--- src/rtl/mvm_uart_sequencer.sv ---
// mvm_uart_sequencer
// Byte-level protocol controller between the UART RX/TX pair and the MVM core.
// RX commands: 'K' followed by R*C bytes loads the weight matrix (row-major),
// 'X' followed by C bytes loads the input vector and launches one MVM. When the
// core reports done, the R result bytes are streamed out on the TX side,
// element 0 first.
//
// Handshake rule (both the s_ and m_ sides): a byte moves on a rising clk edge
// where valid and ready are both high. A producer holds its data stable and
// keeps valid high until that edge. ready may be low at any time. While a
// result is being sent, s_ready stays low, so RX bytes wait upstream and are
// never dropped.

module mvm_uart_sequencer #(
   parameter int R              = 2,
   parameter int C              = 2,
   parameter int W_K            = 4,
   parameter int W_X            = 4,
   parameter int W_Y_OUT        = 8,
   parameter int BITS_PER_WORD  = 8,
   parameter int TIMEOUT_CYCLES = 4096
) (
   input  logic                       clk,
   input  logic                       rst,
   input  logic [BITS_PER_WORD-1:0]   s_data,
   input  logic                       s_valid,
   output logic                       s_ready,
   output logic [BITS_PER_WORD-1:0]   m_data,
   output logic                       m_valid,
   input  logic                       m_ready,
   output logic [R*C*W_K-1:0]         mvm_k,
   output logic [C*W_X-1:0]           mvm_x,
   output logic                       mvm_start,
   input  logic                       mvm_done,
   input  logic [R*W_Y_OUT-1:0]       mvm_y,
   output logic                       busy,
   output logic                       err
);

   // Counter widths: the element counter spans the larger of the two loads
   // (R*C >= C always), the output counter spans R, the gap counter must be
   // able to hold TIMEOUT_CYCLES-1.
   localparam int NK = R * C;
   localparam int EW = $clog2(NK + 1);
   localparam int OW = $clog2(R + 1);
   localparam int GW = $clog2(TIMEOUT_CYCLES + 1);

   localparam logic [EW-1:0] K_LAST   = EW'(NK - 1);
   localparam logic [EW-1:0] X_LAST   = EW'(C - 1);
   localparam logic [OW-1:0] OUT_LAST = OW'(R - 1);
   localparam logic [GW-1:0] GAP_LAST = GW'(TIMEOUT_CYCLES - 1);

   // ASCII command bytes
   localparam logic [BITS_PER_WORD-1:0] CMD_K = BITS_PER_WORD'(8'h4B);
   localparam logic [BITS_PER_WORD-1:0] CMD_X = BITS_PER_WORD'(8'h58);

   typedef enum logic [2:0] {
      ST_IDLE   = 3'd0,
      ST_LOAD_K = 3'd1,
      ST_LOAD_X = 3'd2,
      ST_START  = 3'd3,
      ST_WAIT   = 3'd4,
      ST_SEND   = 3'd5
   } state_t;

   state_t                 state;
   logic [R*C*W_K-1:0]     k_reg;
   logic [C*W_X-1:0]       x_reg;
   logic [R*W_Y_OUT-1:0]   y_reg;
   logic [EW-1:0]          elem_cnt;
   logic [OW-1:0]          out_cnt;
   logic [GW-1:0]          gap_cnt;

   logic                   s_fire;
   logic                   m_fire;

   // Transfers happen when both sides of a handshake agree
   assign s_fire = s_valid & s_ready;
   assign m_fire = m_valid & m_ready;

   // The core sees the holding registers directly, so partial loads show up
   assign mvm_k = k_reg;
   assign mvm_x = x_reg;

   // Sequencer FSM with all control outputs registered alongside the state
   always_ff @(posedge clk or posedge rst) begin
      if (rst) begin
         state     <= ST_IDLE;
         k_reg     <= '0;
         x_reg     <= '0;
         y_reg     <= '0;
         elem_cnt  <= '0;
         out_cnt   <= '0;
         gap_cnt   <= '0;
         s_ready   <= 1'b0;
         m_valid   <= 1'b0;
         m_data    <= '0;
         mvm_start <= 1'b0;
         busy      <= 1'b0;
         err       <= 1'b0;
      end else begin
         // err and mvm_start are single-cycle pulses
         err       <= 1'b0;
         mvm_start <= 1'b0;

         case (state)
            ST_IDLE: begin
               s_ready <= 1'b1;
               busy    <= 1'b0;
               if (s_fire) begin
                  case (s_data)
                     CMD_K: begin
                        state    <= ST_LOAD_K;
                        elem_cnt <= '0;
                        gap_cnt  <= '0;
                        busy     <= 1'b1;
                     end
                     CMD_X: begin
                        state    <= ST_LOAD_X;
                        elem_cnt <= '0;
                        gap_cnt  <= '0;
                        busy     <= 1'b1;
                     end
                     default: begin
                        err <= 1'b1;
                     end
                  endcase
               end
            end

            ST_LOAD_K: begin
               if (s_fire) begin
                  k_reg[elem_cnt*W_K +: W_K] <= s_data[W_K-1:0];
                  gap_cnt <= '0;
                  if (elem_cnt == K_LAST) begin
                     state    <= ST_IDLE;
                     elem_cnt <= '0;
                     busy     <= 1'b0;
                  end else begin
                     elem_cnt <= elem_cnt + EW'(1);
                  end
               end else if (gap_cnt == GAP_LAST) begin
                  // Sender went quiet mid-load: abandon, keep what arrived
                  err      <= 1'b1;
                  state    <= ST_IDLE;
                  elem_cnt <= '0;
                  gap_cnt  <= '0;
                  busy     <= 1'b0;
               end else begin
                  gap_cnt <= gap_cnt + GW'(1);
               end
            end

            ST_LOAD_X: begin
               if (s_fire) begin
                  x_reg[elem_cnt*W_X +: W_X] <= s_data[W_X-1:0];
                  gap_cnt <= '0;
                  if (elem_cnt == X_LAST) begin
                     // Launch lands on the cycle right after the last X byte
                     state     <= ST_START;
                     elem_cnt  <= '0;
                     mvm_start <= 1'b1;
                     s_ready   <= 1'b0;
                  end else begin
                     elem_cnt <= elem_cnt + EW'(1);
                  end
               end else if (gap_cnt == GAP_LAST) begin
                  err      <= 1'b1;
                  state    <= ST_IDLE;
                  elem_cnt <= '0;
                  gap_cnt  <= '0;
                  busy     <= 1'b0;
               end else begin
                  gap_cnt <= gap_cnt + GW'(1);
               end
            end

            ST_START: begin
               state <= ST_WAIT;
            end

            ST_WAIT: begin
               if (mvm_done) begin
                  // Element 0 goes out straight from the core's bus so the
                  // first TX byte is valid the cycle after done
                  y_reg   <= mvm_y;
                  out_cnt <= '0;
                  m_valid <= 1'b1;
                  m_data  <= mvm_y[W_Y_OUT-1:0];
                  state   <= ST_SEND;
               end
            end

            ST_SEND: begin
               if (m_fire) begin
                  if (out_cnt == OUT_LAST) begin
                     m_valid <= 1'b0;
                     out_cnt <= '0;
                     busy    <= 1'b0;
                     s_ready <= 1'b1;
                     state   <= ST_IDLE;
                  end else begin
                     out_cnt <= out_cnt + OW'(1);
                     m_data  <= y_reg[(int'(out_cnt) + 1)*W_Y_OUT +: W_Y_OUT];
                  end
               end
            end

            default: begin
               state   <= ST_IDLE;
               s_ready <= 1'b0;
               m_valid <= 1'b0;
               busy    <= 1'b0;
            end
         endcase
      end
   end

endmodule
--- config.mk ---
export PLATFORM = sky130hd
export DESIGN_NAME = mvm_uart_sequencer
export DESIGN_NICKNAME = d
export VERILOG_FILES = /design/src/rtl/mvm_uart_sequencer.sv
export SDC_FILE = /design/constraint.sdc
export NUM_CORES = 1
export LEC_CHECK = 0
export BUFFER_PORTS_ARGS = -buffer_cell sky130_fd_sc_hd__buf_2
export CAP_MARGIN = 10
export CORE_UTILIZATION = 30
export DETAILED_ROUTE_END_ITERATION = 6
export SETUP_SLACK_MARGIN = 0.02
export SLEW_MARGIN = 10
export SYNTH_ARGS = -nofsm -noshare
export SYNTH_HDL_FRONTEND = slang
export SYNTH_SLANG_ARGS = --single-unit
--- constraint.sdc ---
create_clock -name clk -period 5.17 [get_ports clk]
set_clock_uncertainty 0.2 [all_clocks]
set_input_delay 0 -clock clk [delete_from_list [all_inputs] [get_ports clk]]
set_output_delay 0 -clock clk [all_outputs]
set_load 0.02 [all_outputs]
Word-level counts from Yosys, hierarchy flattened

Index checks and enable logic that the tools add are counted.

Register bits after elaboration: 74
Logic and storage cells: 129
Output and inout port bits: 37

Equality and inequality tests: 23
Shift operators: 5
$add $sub $neg: 5
Reduce and logical (&&, ||, !) cells: 20
Bitwise gates (word level): 5
Multiplexer cells: 58

Operators by type and width:

| kind                                                  | number |
|---|---|
| two-way mux 13 bit                                    | 4 |
| two-way mux 3 bit                                     | 16 |
| negator 5 -> 34 bit                                   | 1 |
| variable shift 4 x 34 -> 16 bit, first input constant | 1 |
| variable shift 4 x 34 -> 8 bit, first input constant  | 1 |
| variable part select 4 x 34 -> 16 bit                 | 1 |
| variable part select 4 x 34 -> 8 bit                  | 1 |
| one-hot mux 13 bit (2 select lines)                   | 1 |
| two-way mux 8 bit                                     | 3 |
| two-way mux 1 bit                                     | 20 |
| inequality test 2 bit, second input constant          | 9 |
| one-hot mux 3 bit (6 select lines)                    | 1 |
| bitwise mux 16 bit                                    | 1 |
| == test 8 x 7 -> 1 bit, second input constant         | 2 |
| one-hot mux 8 bit (2 select lines)                    | 1 |
| variable part select 16 x 7 -> 8 bit                  | 1 |
| adder 13 x 1 -> 13 bit, second input constant         | 1 |
| == test 13 x 12 -> 1 bit, second input constant       | 1 |
| AND reduction 5 bit                                   | 2 |
| == test 3 x 2 -> 1 bit, second input constant         | 3 |
| one-hot mux 3 bit (3 select lines)                    | 1 |
| AND reduction 3 bit                                   | 3 |
| bitwise mux 8 bit                                     | 1 |
| AND reduction 4 bit                                   | 2 |
| other kinds (25)                                      | 38 |

Depth between registers and ports, before layout

Depth after elaboration: 5
Gate-level depth with buffers: 8
Depth with buffers taken out: 7

Worst setup path after synthesis

OpenSTA, ideal clock, no wires.

Path type: register to register
Start: register elem_cnt[0]
End: register x_reg[4] (netlist: mvm_x[4])
Cell stages (with the launch flop): 8
Data required time: 4.845 ns
Setup time: 0.125 ns
Data arrival time: 2.333 ns
Setup slack: 2.512 ns
Cell sequence: dfrtp_1 > inv_1 > ha_1 > ha_1 > clkbuf_1 > and3_1 > nor3b_1 > mux2_2

Longest elaborated chain between the ends: 3
Elaborated cells on any way between the ends: 4
Those cells by class: 1 x add/sub; 2 x shift; 1 x mux

Ends and longest elaborated chain:

| element                                                                                       | RTL line | source |
|---|---|---|
| from (decl)                                                                                   | 70       | `logic [EW-1:0] elem_cnt;` |
| from (signal assigned)                                                                        | 140      | `elem_cnt <= elem_cnt + EW'(1);` |
| from (signal assigned)                                                                        | 165      | `elem_cnt <= elem_cnt + EW'(1);` |
| negator 5 -> 34 bit *                                                                         | 156      | `x_reg[elem_cnt*W_X +: W_X] <= s_data[W_X-1:0];` |
| variable part select 4 x 34 -> 8 bit / variable shift 4 x 34 -> 8 bit (equally long branches) | 156      |  |
| bitwise mux 8 bit *                                                                           | 156      |  |
| to (signal, indexed assignment)                                                               | 156      |  |
| to (decl)                                                                                     | 68       | `logic [C*W_X-1:0] x_reg;` |

Mark *: on every way between the ends. The rest lies on a longest branch, timed or not.
A chain may end at the register's enable or synchronous reset.

Final worst setup path

Start: register state[2]
End: register m_data[3]

Longest elaborated chain between the ends: 3
Elaborated cells on any way between the ends: 8
Those cells by class: 5 x eq/ne; 1 x mux; 2 x reduce/logical

Ends and longest elaborated chain:

| element                                                                             | RTL line | source |
|---|---|---|
| from (decl)                                                                         | 66       | `state_t state;` |
| from (signal assigned)                                                              | 88       | `state <= ST_IDLE;` |
| from (signal assigned)                                                              | 113      | `state <= ST_LOAD_K;` |
| from (signal assigned)                                                              | 119      | `state <= ST_LOAD_X;` |
| == test 3 bit                                                                       | 106      | `case (state)` |
| inequality test 2 bit (no source line) / nonzero test 2 bit (equally long branches) | n/a      |  |
| AND reduction 4 bit (no source line)                                                | n/a      |  |
| to (signal assigned)                                                                | 189      | `m_data <= mvm_y[W_Y_OUT-1:0];` |
| to (signal assigned)                                                                | 204      | `m_data <= y_reg[(int'(out_cnt) + 1)*W_Y_OUT +: W_Y_OUT];` |
| to (decl)                                                                           | 28       | `output logic [BITS_PER_WORD-1:0] m_data,` |

Several ways; a longest one is shown, not always the timed one.

==> results.tsv <==
stage	metric	value	unit
timing	clock.fmax	341	MHz
logic_synthesis	synth_area_per_cell	10.5	um2
clocking	cts.sink_count	66	
timing	setup_total_negative_slack	0	ns
floorplanning	floorplan.initialDensity	30.7	%
logic_synthesis	synthDistinctLibCells	60	
logic_synthesis	synth_async_sr_flop_share	100	%
floorplanning	io_pins	66	
critical_path	cp_data_arrival_time	2.99	ns
timing	final_max_slew_viols	0	
clocking	cts_root_buffer	clkbuf_16	
routing	post_drt_wl_per_cell	14.8	um
logic_synthesis	mappedNetlistNets	372	
logic_synthesis	synth_enable_flop_cells	0	
finish	fraction_of_final_layout_cells_sized_beyond_drive_strength_1	28.8	%
timing	worst_slew_pin_tran	1.04	ns
timing	fin_crit_sh	56.6	%
clocking	cts_tree	yes	
floorplanning	floorplan.die.width	110	um
logic_synthesis	seq_area_frac_synth	47.1	%
logic_synthesis	synth.most_common_cell	dfrtp_1	
timing	worst_slack	2.24	ns
routing	drc	0	
logic_synthesis	synthFlopType	dfrtp_1	
logic_synthesis	netlist_area	0.00351	mm2
global_route	antenna_violations_before_repair	1	
finish	num-fill-cells	1117	
finish	syn2layout_area_growth	27.7	%
routing	drt_iter0_drc	195	
floorplanning	core_area	0.0114	mm2
critical_path	endpoint_kind	register	
finish	layout.nets	458	
clocking	ctsHtreeMaxLevel	3	
clocking	clk_path_buf_depth	2	
power	total_power	0.00215	W
global_route	pin_count_of_the_biggest_net_entering_global_routing	67	
clocking	post_cts_buffers	0	
global_route	grt_remaining_overflow	0	
job	drv_cap	0	
routing	totalWireLength	8430	um
floorplanning	core.rowCount	39	
power	powerDensity	480	mW/mm2
outcome	status	finished, final reports clean	
logic_synthesis	postSynthCellCount	333	
global_route	global_route.usage.total	15.0	%
clocking	clk_pin_slew	0.05	ns
logic_synthesis	synth_seq_cells	66	
placed_design	port_buffers	65	
floorplanning	design.die.area	0.0121	mm2
logic_synthesis	synth.largest_area_cell	dfrtp_1	
power	cellLeakagePower	2.07	nW
finish	largest_register_ffs	16	
global_route	wire_length_of_the_first_global_routing_pass	14100	um
critical_path	worstPathRequired	5.24	ns
timing	grt_setup_unrepaired	false	
critical_path	crit_type	reg -> reg	
routing	detailroute.via_count	2932	
routing	via_per_inst	5.16	
timing	layout_min_cycle_time	2.93	ns
clocking	cts_made_buffers	9	
routing	drt_first_pass_iters	4	
critical_path	critical_path.startpoint_type	register	
logic_synthesis	ys_top_cells_by_area	dfrtp_1 (47%), mux2_2 (9.3%), ha_1 (3.6%), nand2_1 (3.4%), a22o_1 (2.5%)	
logic_synthesis	synth_warnings	0	
placed_design	place_ws	2.31	ns
routing	final_antenna_net_count	0	
clocking	insertion_delay	0.33	ns
timing	final_setup_violating_endpoints	0	
placed_design	gpl.final_weighted_congestion	0.789	
worst_hold_path	hp-class	in -> reg	
logic_synthesis	yosys-top-cells-count	dfrtp_1 (66), nand2_1 (32), mux2_2 (29), o21ai_0 (17), nor2_1 (15)	
placed_design	dpl_hpwl	5740	um
critical_path	worst-path-max-fanout	25	
logic_synthesis	synth_top_area_share	47.1	%
timing	final-hold-violation-count	0	
global_route	number_of_global_route_vias_before_repair	2880	
floorplanning	dieHeight	110	um
timing	maxSlewHeadroom	29.9	%
power	ir_worst_vdd	0.241	mV
-- layer usage --
layer	vias up	GRT usage [%]	routed length, um
li1	1425	-	-
met5	-	0	0
met1	1410	18.6	3870
met3	14	3.12	415
met4	0	6.39	163
met2	83	25.3	3980
-- layout make-up --
cell class | count | area, um2 | area share, %
multi-input combinational | 239 | 1740 | 38.9
sequential | 66 | 1650 | 36.9
timing repair buffer | 89 | 563 | 12.6
clock buffer | 10 | 229 | 5.11
tap | 143 | 179 | 4.00
clock inverter | 6 | 57.6 | 1.29
inverter | 14 | 52.6 | 1.17
antenna | 1 | 2.50 | 0.0559
-- final timing paths --
check                          start     endpoint  slack, ns  cells past startpoint
min                        s_data[5]     state[1]       0.01                      5
min reg2reg                 mvm_k[6]     mvm_k[6]       0.28                      2
max reg2reg                 state[2]    m_data[3]       2.24                      4
max                         state[2]    m_data[3]       2.24                      4
max in group asynchronous        rst  elem_cnt[2]       3.95                      4
min in group asynchronous        rst    m_data[1]       0.26                      4
-- through the flow --
stage                     cell area (um2)  cells  hold WS, ns  utilization, %
final                                4480    568       0.0113            39.2
after global routing                 4470    567       0.0391            39.2
after CTS                            4470    567      0.00580            39.2
after detailed placement             3960    528       0.0364            34.7
after global placement               3960    528       0.0323            34.7
after floorplan                      3510    333      -0.0662               -
-- power breakdown --
group	switching (W)	internal (W)
clock network	0.000223	0.000370
registers	0.000144	0.000671
logic	0.000420	0.000321
total	0.000787	0.00136
-- cell usage in the layout (no fill, tap or decap), drive strengths merged, types with 6 or more instances in the layout --
cell type | Yosys | final
clkbuf | 8 | 10
nand2 | 32 | 32
ha | 10 | 10
a21oi | 9 | 9
a22o | 10 | 10
nor2b | 7 | 7
dfrtp | 66 | 66
nor2 | 15 | 15
inv | 14 | 14
and4 | 6 | 6
nand3 | 10 | 10
buf | 6 | 66
o21ai | 17 | 17
nand4 | 6 | 6
dlygate4sd3 | 0 | 23
mux2 | 29 | 29
nand2b | 6 | 6
-- logic make-up after synthesis --
kind of cell / Yosys count / synth area share [%]
AND/OR/NAND/NOR: 123 / 20.0
AO/OA/AOI/OAI: 72 / 15.4
multiplexers: 33 / 10.5
buffers and inverters: 28 / 3.21
adder cells (fa/ha/maj): 10 / 3.57
XOR/XNOR: 1 / 0.250
flip-flops: 66 / 47.1
-- critical path, stage by stage (launching register included) --
cell	delay [ns]
dfrtp_1	0.78
nand3b_1	0.52
nor3_1	0.95
a22o_1	0.26
mux2_2	0.15
-- what timing repair did --
action,CTS,global route
hold buffers,23,0
hold endpoints to repair,108,0
gates resized for setup,0,0
No activity file was read; power rests on OpenSTA's default activity.
